--- src/rtl/walk_pkg.sv ---
// Shared definitions for the crosswalk request controller: phase state
// encoding, default timing and the round-robin grant search.
package walk_pkg;

  typedef enum logic [1:0] {
    ST_IDLE  = 2'd0,
    ST_WALK  = 2'd1,
    ST_FLASH = 2'd2,
    ST_CLEAR = 2'd3
  } walk_state_t;

  localparam int unsigned DEF_DEBOUNCE  = 4;
  localparam int unsigned DEF_WALK_CYC  = 8;
  localparam int unsigned DEF_FLASH_CYC = 4;
  localparam int unsigned MAX_CH        = 8;

  // First set bit of req strictly after 'last', wrapping within n channels.
  // Returns 'last' when nothing is requested; callers only use the result
  // when at least one request is present.
  function automatic logic [2:0] rr_next_grant(input logic [7:0] req,
                                               input logic [2:0] last,
                                               input int unsigned n);
    logic [2:0]  g;
    logic        found;
    logic        hit;
    int unsigned idx;
    g     = last;
    found = 1'b0;
    for (int unsigned k = 1; k <= MAX_CH; k++) begin
      idx   = (32'(last) + k) % n;
      hit   = !found && (k <= n) && req[idx[2:0]];
      g     = hit ? idx[2:0] : g;
      found = found | hit;
    end
    return g;
  endfunction

endpackage

--- src/rtl/walk_request_ctrl_btn_debounce.sv ---
// One pedestrian button: two-flop synchroniser, saturating debounce counter
// and a single-cycle press pulse on the edge the debounced level rises.
module btn_debounce #(
  parameter int unsigned DEBOUNCE = 4,
  parameter int unsigned CNT_W    = 8
) (
  input  logic clk,
  input  logic rst,
  input  logic btn,
  output logic press
);

  localparam logic [CNT_W-1:0] CNT_MAX  = CNT_W'(DEBOUNCE);
  localparam logic [CNT_W-1:0] CNT_LAST = CNT_W'(DEBOUNCE - 1);

  logic             s1_r;
  logic             s2_r;
  logic [CNT_W-1:0] cnt_r;
  logic             db_r;

  // Bring the asynchronous pad into the clk domain.
  always_ff @(posedge clk) begin
    if (rst) begin
      s1_r <= 1'b0;
      s2_r <= 1'b0;
    end else begin
      s1_r <= btn;
      s2_r <= s1_r;
    end
  end

  // Count consecutive synchronised-high cycles; the level is accepted on the
  // edge the count reaches DEBOUNCE and dropped as soon as the input falls.
  always_ff @(posedge clk) begin
    if (rst) begin
      cnt_r <= {CNT_W{1'b0}};
      db_r  <= 1'b0;
    end else if (s2_r) begin
      if (cnt_r != CNT_MAX) begin
        cnt_r <= cnt_r + CNT_W'(1);
      end else begin
        cnt_r <= cnt_r;
      end
      if (cnt_r == CNT_LAST) begin
        db_r <= 1'b1;
      end else begin
        db_r <= db_r;
      end
    end else begin
      cnt_r <= {CNT_W{1'b0}};
      db_r  <= 1'b0;
    end
  end

  // The pulse coincides with the edge where db rises, so the request latch
  // sets on that same edge; the counter saturates so a held button fires once.
  assign press = s2_r && !db_r && (cnt_r == CNT_LAST);

endmodule

--- src/rtl/walk_request_ctrl.sv ---
// Multi-channel crosswalk request controller: debounced sticky requests,
// round-robin arbitration and one WALK / FLASH / CLEAR phase per grant.
module walk_request_ctrl
  import walk_pkg::*;
#(
  parameter int unsigned N_CH      = 2,
  parameter int unsigned DEBOUNCE  = DEF_DEBOUNCE,
  parameter int unsigned WALK_CYC  = DEF_WALK_CYC,
  parameter int unsigned FLASH_CYC = DEF_FLASH_CYC,
  parameter int unsigned CNT_W     = 8
) (
  input  logic            clk,
  input  logic            rst,
  input  logic [N_CH-1:0] btn,
  input  logic            svc_ready,
  output logic [N_CH-1:0] walk,
  output logic [N_CH-1:0] flash,
  output logic [N_CH-1:0] pending,
  output logic            busy
);

  localparam int unsigned      GW         = (N_CH > 1) ? $clog2(N_CH) : 1;
  localparam logic [CNT_W-1:0] WALK_LOAD  = CNT_W'(WALK_CYC - 1);
  localparam logic [CNT_W-1:0] FLASH_LOAD = CNT_W'(FLASH_CYC - 1);
  localparam logic [CNT_W-1:0] CNT_ZERO   = {CNT_W{1'b0}};

  walk_state_t      state_r,   state_s;
  logic [CNT_W-1:0] phase_r,   phase_s;
  logic [GW-1:0]    grant_r,   grant_s;
  logic [GW-1:0]    rr_r,      rr_s;
  logic [N_CH-1:0]  pending_r, pending_s;
  logic [N_CH-1:0]  walk_r,    walk_s;
  logic [N_CH-1:0]  flash_r,   flash_s;
  logic             busy_r,    busy_s;
  logic [N_CH-1:0]  clr_s;
  logic [N_CH-1:0]  press_s;
  logic [GW-1:0]    pick_s;
  logic [N_CH-1:0]  pick_oh_s;
  logic [N_CH-1:0]  grant_oh_s;
  logic [7:0]       req8_s;

  for (genvar i = 0; i < N_CH; i++) begin : g_btn
    btn_debounce #(
      .DEBOUNCE (DEBOUNCE),
      .CNT_W    (CNT_W)
    ) u_db (
      .clk   (clk),
      .rst   (rst),
      .btn   (btn[i]),
      .press (press_s[i])
    );
  end

  assign req8_s     = 8'(pending_r);
  assign pick_s     = GW'(rr_next_grant(req8_s, 3'(rr_r), N_CH));
  assign pick_oh_s  = N_CH'(1'b1) << pick_s;
  assign grant_oh_s = N_CH'(1'b1) << grant_r;

  // Next-state, phase timing, light and request-latch decode.
  always_comb begin
    state_s = state_r;
    phase_s = phase_r;
    grant_s = grant_r;
    rr_s    = rr_r;
    clr_s   = {N_CH{1'b0}};
    walk_s  = {N_CH{1'b0}};
    flash_s = {N_CH{1'b0}};
    case (state_r)
      ST_IDLE: begin
        if ((|pending_r) && svc_ready) begin
          state_s = ST_WALK;
          grant_s = pick_s;
          phase_s = WALK_LOAD;
          clr_s   = pick_oh_s;
          walk_s  = pick_oh_s;
        end else begin
          state_s = ST_IDLE;
        end
      end
      ST_WALK: begin
        if (phase_r == CNT_ZERO) begin
          state_s = ST_FLASH;
          phase_s = FLASH_LOAD;
          flash_s = grant_oh_s;
        end else begin
          phase_s = phase_r - CNT_W'(1);
          walk_s  = grant_oh_s;
        end
      end
      ST_FLASH: begin
        if (phase_r == CNT_ZERO) begin
          state_s = ST_CLEAR;
        end else begin
          phase_s = phase_r - CNT_W'(1);
          flash_s = grant_oh_s;
        end
      end
      ST_CLEAR: begin
        rr_s    = grant_r;
        state_s = ST_IDLE;
      end
      default: begin
        state_s = ST_IDLE;
      end
    endcase
    // A press on the granting edge wins over the clear.
    pending_s = (pending_r & ~clr_s) | press_s;
    busy_s    = (state_s != ST_IDLE);
  end

  // State, arbitration and registered outputs; reset aborts any phase.
  always_ff @(posedge clk) begin
    if (rst) begin
      state_r   <= ST_IDLE;
      phase_r   <= CNT_ZERO;
      grant_r   <= {GW{1'b0}};
      rr_r      <= GW'(N_CH - 1);
      pending_r <= {N_CH{1'b0}};
      walk_r    <= {N_CH{1'b0}};
      flash_r   <= {N_CH{1'b0}};
      busy_r    <= 1'b0;
    end else begin
      state_r   <= state_s;
      phase_r   <= phase_s;
      grant_r   <= grant_s;
      rr_r      <= rr_s;
      pending_r <= pending_s;
      walk_r    <= walk_s;
      flash_r   <= flash_s;
      busy_r    <= busy_s;
    end
  end

  assign walk    = walk_r;
  assign flash   = flash_r;
  assign pending = pending_r;
  assign busy    = busy_r;

endmodule

--- config.mk ---
export PLATFORM = sky130hd
export DESIGN_NAME = walk_request_ctrl
export DESIGN_NICKNAME = d
export VERILOG_FILES = /design/src/rtl/walk_pkg.sv /design/src/rtl/walk_request_ctrl_btn_debounce.sv /design/src/rtl/walk_request_ctrl.sv
export SDC_FILE = /design/constraint.sdc
export NUM_CORES = 1
export LEC_CHECK = 0
export ABC_AREA = 1
export CORE_MARGIN = 1.5
export CORE_UTILIZATION = 31
export CTS_BUF_LIST = sky130_fd_sc_hd__clkbuf_8 sky130_fd_sc_hd__clkbuf_16
export DETAILED_ROUTE_END_ITERATION = 10
export DONT_BUFFER_PORTS = 1
export PLACE_DENSITY = 0.5
export SLEW_MARGIN = 20
export SYNTH_ARGS = -nofsm -noshare
export SYNTH_HDL_FRONTEND = slang
export SYNTH_SLANG_ARGS = --single-unit
export TNS_END_PERCENT = 30
--- constraint.sdc ---
create_clock -name clk -period 1.82 [get_ports clk]
set_clock_uncertainty 0.05 [all_clocks]
set_input_delay 0.273 -clock clk [delete_from_list [all_inputs] [get_ports clk]]
set_output_delay 0.273 -clock clk [all_outputs]
set_load 0.01 [all_outputs]
==> impl_metrics.py <==
metrics = {
    "outcome": {
        "status": "finished, final reports clean",
    },
    "sta": {
        "worst_pin_slew_ns": 0.3484,
        "grt_setup_unrepaired": "false",
        "post-route-period-util_pct": 87.06,
        "slew_violations": 0,
        "setup_tns_ns": 0,
        "fmax_mhz": 631.1,
        "setup_viol": 0,
        "hold_viol": 0,
        "relSlewSlack_pct": 76.62,
        "period_needed_ns": 1.584,
    },
    "power_and_ir_drop": {
        "vdd_drop_max_v": 0.0004058,
        "swShare_pct": 19.49,
        "internal_power_uw": 1353,
        "p_per_area_nw_per_um2": 739.9,
        "cellLeakagePower_uw": 0.0009776,
        "pwr-share-clk_pct": 44.6,
        "p_sw_uw": 327.5,
        "pwr-share-seq_pct": 53.8,
        "combPwrFrac_pct": 1.5,
    },
    "clocking": {
        "cts_buffers": 5,
        "clockBufferDepth": 2,
        "clock-sinks": 41,
        "clock_latency_ns": 0.29,
        "cts_root_buf": "clkbuf_8",
        "htree_levels": 2,
        "clk_pin_slew_worst_paths_ns": 0.08,
        "cts_tree": "done",
    },
    "layout": {
        "layout-drive-gt1-share_pct": 11.11,
        "area_growth_pct": 11.83,
        "fillers": 656,
        "antennaDiodeCount": 0,
        "stdcell_count": 356,
        "num-nets-final": 294,
    },
    "yosys": {
        "ys_seq_area_share_pct": 40.42,
        "syn_area_um2": 2031,
        "synth_common_cells": "inv_1 (43), nor2_1 (43), dfxtp_1 (41)",
        "syn_inst": 268,
        "syn_nets": 284,
        "ys_ff_latch": 41,
        "synth_top_area_share_pct": 40.42,
        "yosysUniqueCellTypes": 30,
        "async_flop_share_pct": 0,
        "yosys_warnings": 0,
        "synth_flop_cell": "dfxtp_1",
        "syn_area_per_cell_um2": 7.577,
        "synth_top_cell_by_area": "dfxtp_1",
        "synth_edf_count": 0,
        "ys_top_cells_by_area": "dfxtp_1 (40%), inv_1 (7.9%), nor2_1 (7.9%), nand2_1 (7.0%), ha_1 (6.8%)",
    },
    "flow_run": {
        "drv_cap": 0,
    },
    "placed_design": {
        "place_congestion": 0.7848,
        "dp_cells": 347,
        "io_buffers": 0,
        "hpwl_um": 2795,
    },
    "global_route": {
        "grt_pass1_wl_um": 6479,
        "overflow": 0,
        "antenna_found_initial": 0,
        "grt_use_total_pct": 11.53,
        "grt_pass1_vias": 1499,
        "use_met3_pct": 3.956,
        "grt_busiest_layer": "met2",
        "use_met2_pct": 18.40,
        "gr-usage-met1_pct": 13.85,
        "grt_max_degree": 13,
    },
    "detailed_routing": {
        "vias": 1561,
        "wl_per_cell_um": 10.33,
        "drc": 0,
        "drt_iter0_drc": 52,
        "vias_per_cell": 4.385,
        "final_antenna_net_count": 0,
        "wl_um": 3678,
        "dr.pass1.iters": 4,
    },
    "floorplan": {
        "ios": 12,
        "die_height_um": 83.94,
        "coreArea_um2": 6350,
        "initial_utilization_pct": 31.98,
        "rows": 29,
        "die_w_um": 83.94,
        "die-area_um2": 7045,
    },
    "worst_setup_path": {
        "path_delay_family": "flip-flops",
        "crit_slowest_cell": "dfxtp_1",
        "cp_data_required_time_ns": 1.96,
        "worstRegToRegCells": 8,
        "end_kind": "register",
        "worstPathCellList": "inv_1 > ha_1 > a21oi_4 > nand2_4 > inv_4 > nand2_4 > nor2_1 > nor2_1",
        "critPathKind": "reg -> reg",
        "crit_cells": 8,
        "cpPeakStageDelay_ns": 0.41,
        "crit_path_start_kind": "register",
        "cp.arrival_ns": 1.72,
        "worstPathMaxFanout": 7,
        "path_buf_inv": 2,
    },
    "min_path": {
        "hold_depth": 2,
        "hp-class": "in -> reg",
    },
}
## placed cells by master (no fill, tap or decap), types with 3 or more instances in the layout
master,count
inv_1,44
nor2_1,43
dfxtp_1,41
nand2_1,38
nand3_1,16
a21oi_1,14
o21ai_0,13
ha_1,11
xor2_1,9
clkbuf_8,6
nor2_2,4
nand4_1,4
nor3_1,4
buf_4,4
nand2_4,3
## state kept, by name (all words and copies together), names as in the netlist
name and flops:
g_btn.u_db.db_r 2, state_r 2, busy 1, phase_r 8, grant_r 1, g_btn.u_db.cnt_r 16
flash 2, g_btn.u_db.s2_r 2, rr_r 1, g_btn.u_db.s1_r 2, pending 2, walk 2
## worst paths after layout
check	startpoint	endpoint	slack (ns)
worst max-delay path	state_r[0]	phase_r[1]	0.24
worst min-delay path	btn[0]	g_btn[0].u_db.s1_r	0.03
worst max register to register	state_r[0]	phase_r[1]	0.24
worst min register to register	g_btn[1].u_db.s1_r	g_btn[1].u_db.s2_r	0.35
## cells by family (layout without fill, tap and decap cells)
family                   after synthesis  in the layout  synth area share [%]
buffers and inverters                 48             59                 9.242
flip-flops                            41             41                 40.42
AND/OR/NAND/NOR                      125            125                 30.07
adder cells (fa/ha/maj)               11             11                 6.777
AO/OA/AOI/OAI                         32             32                 8.750
XOR/XNOR                              11             11                 4.745
## per-layer routing
layer / share of wire, % / vias up
met5: 0 / -
met4: 1.6 / 0
met3: 4.5 / 4
met2: 43 / 20
met1: 51 / 687
li1: - / 850
## timing repair
| item | CTS | global route |
|---|---|---|
| setup endpoints to repair | 0 | 0 |
| buffers inserted | 0 | 0 |
| hold buffers | 1 | 0 |
| hold endpoints to repair | 8 | 0 |
| gates resized for setup | 0 | 0 |
## worst register-to-register path, delay by kind of cell (launching register included)
kind | cells | cell delay (ns)
AO/OA/AOI/OAI | 1 | 0.27
buffers and inverters | 2 | 0.19
flip-flops | 1 | 0.41
AND/OR/NAND/NOR | 4 | 0.28
adder cells (fa/ha/maj) | 1 | 0.26
## cell type report
type,instances,area (um^2),area share [%]
Sequential cell,41,820.8,36.14
Multi-Input combinational cell,179,1022,45.01
Timing Repair Buffer,5,40.04,1.763
Inverter,46,175.2,7.713
Clock inverter,2,33.78,1.488
Tap cell,77,96.34,4.242
Clock buffer,6,82.58,3.636
## per-stage QoR
stage               hold WS (ns)  total power [uW]  util [%]  setup WS (ns)  instance area, um^2
global route             0.02178              1749     35.76        0.08183                 2271
CTS                      0.01798              1709     35.76         0.2287                 2271
global placement          0.2950             947.4     33.77         0.2727                 2145
detailed placement        0.2960             947.5     33.77         0.2445                 2145
finish                   0.02692              1680     35.76         0.2355                 2271
floorplan                 0.3300             944.3         -         0.3991                 2031
## power by group through the flow
stage	Clock (uW)	Combinational, uW	Sequential, uW
2_1_floorplan	0	19.3	925
3_3_place_gp	0	21.9	925
3_5_place_dp	0	22.1	925
4_1_cts	778	26.3	904
5_1_grt	815	29.0	905
6_report	750	26.0	904
Note: power is estimated with default switching activity, not from simulation.
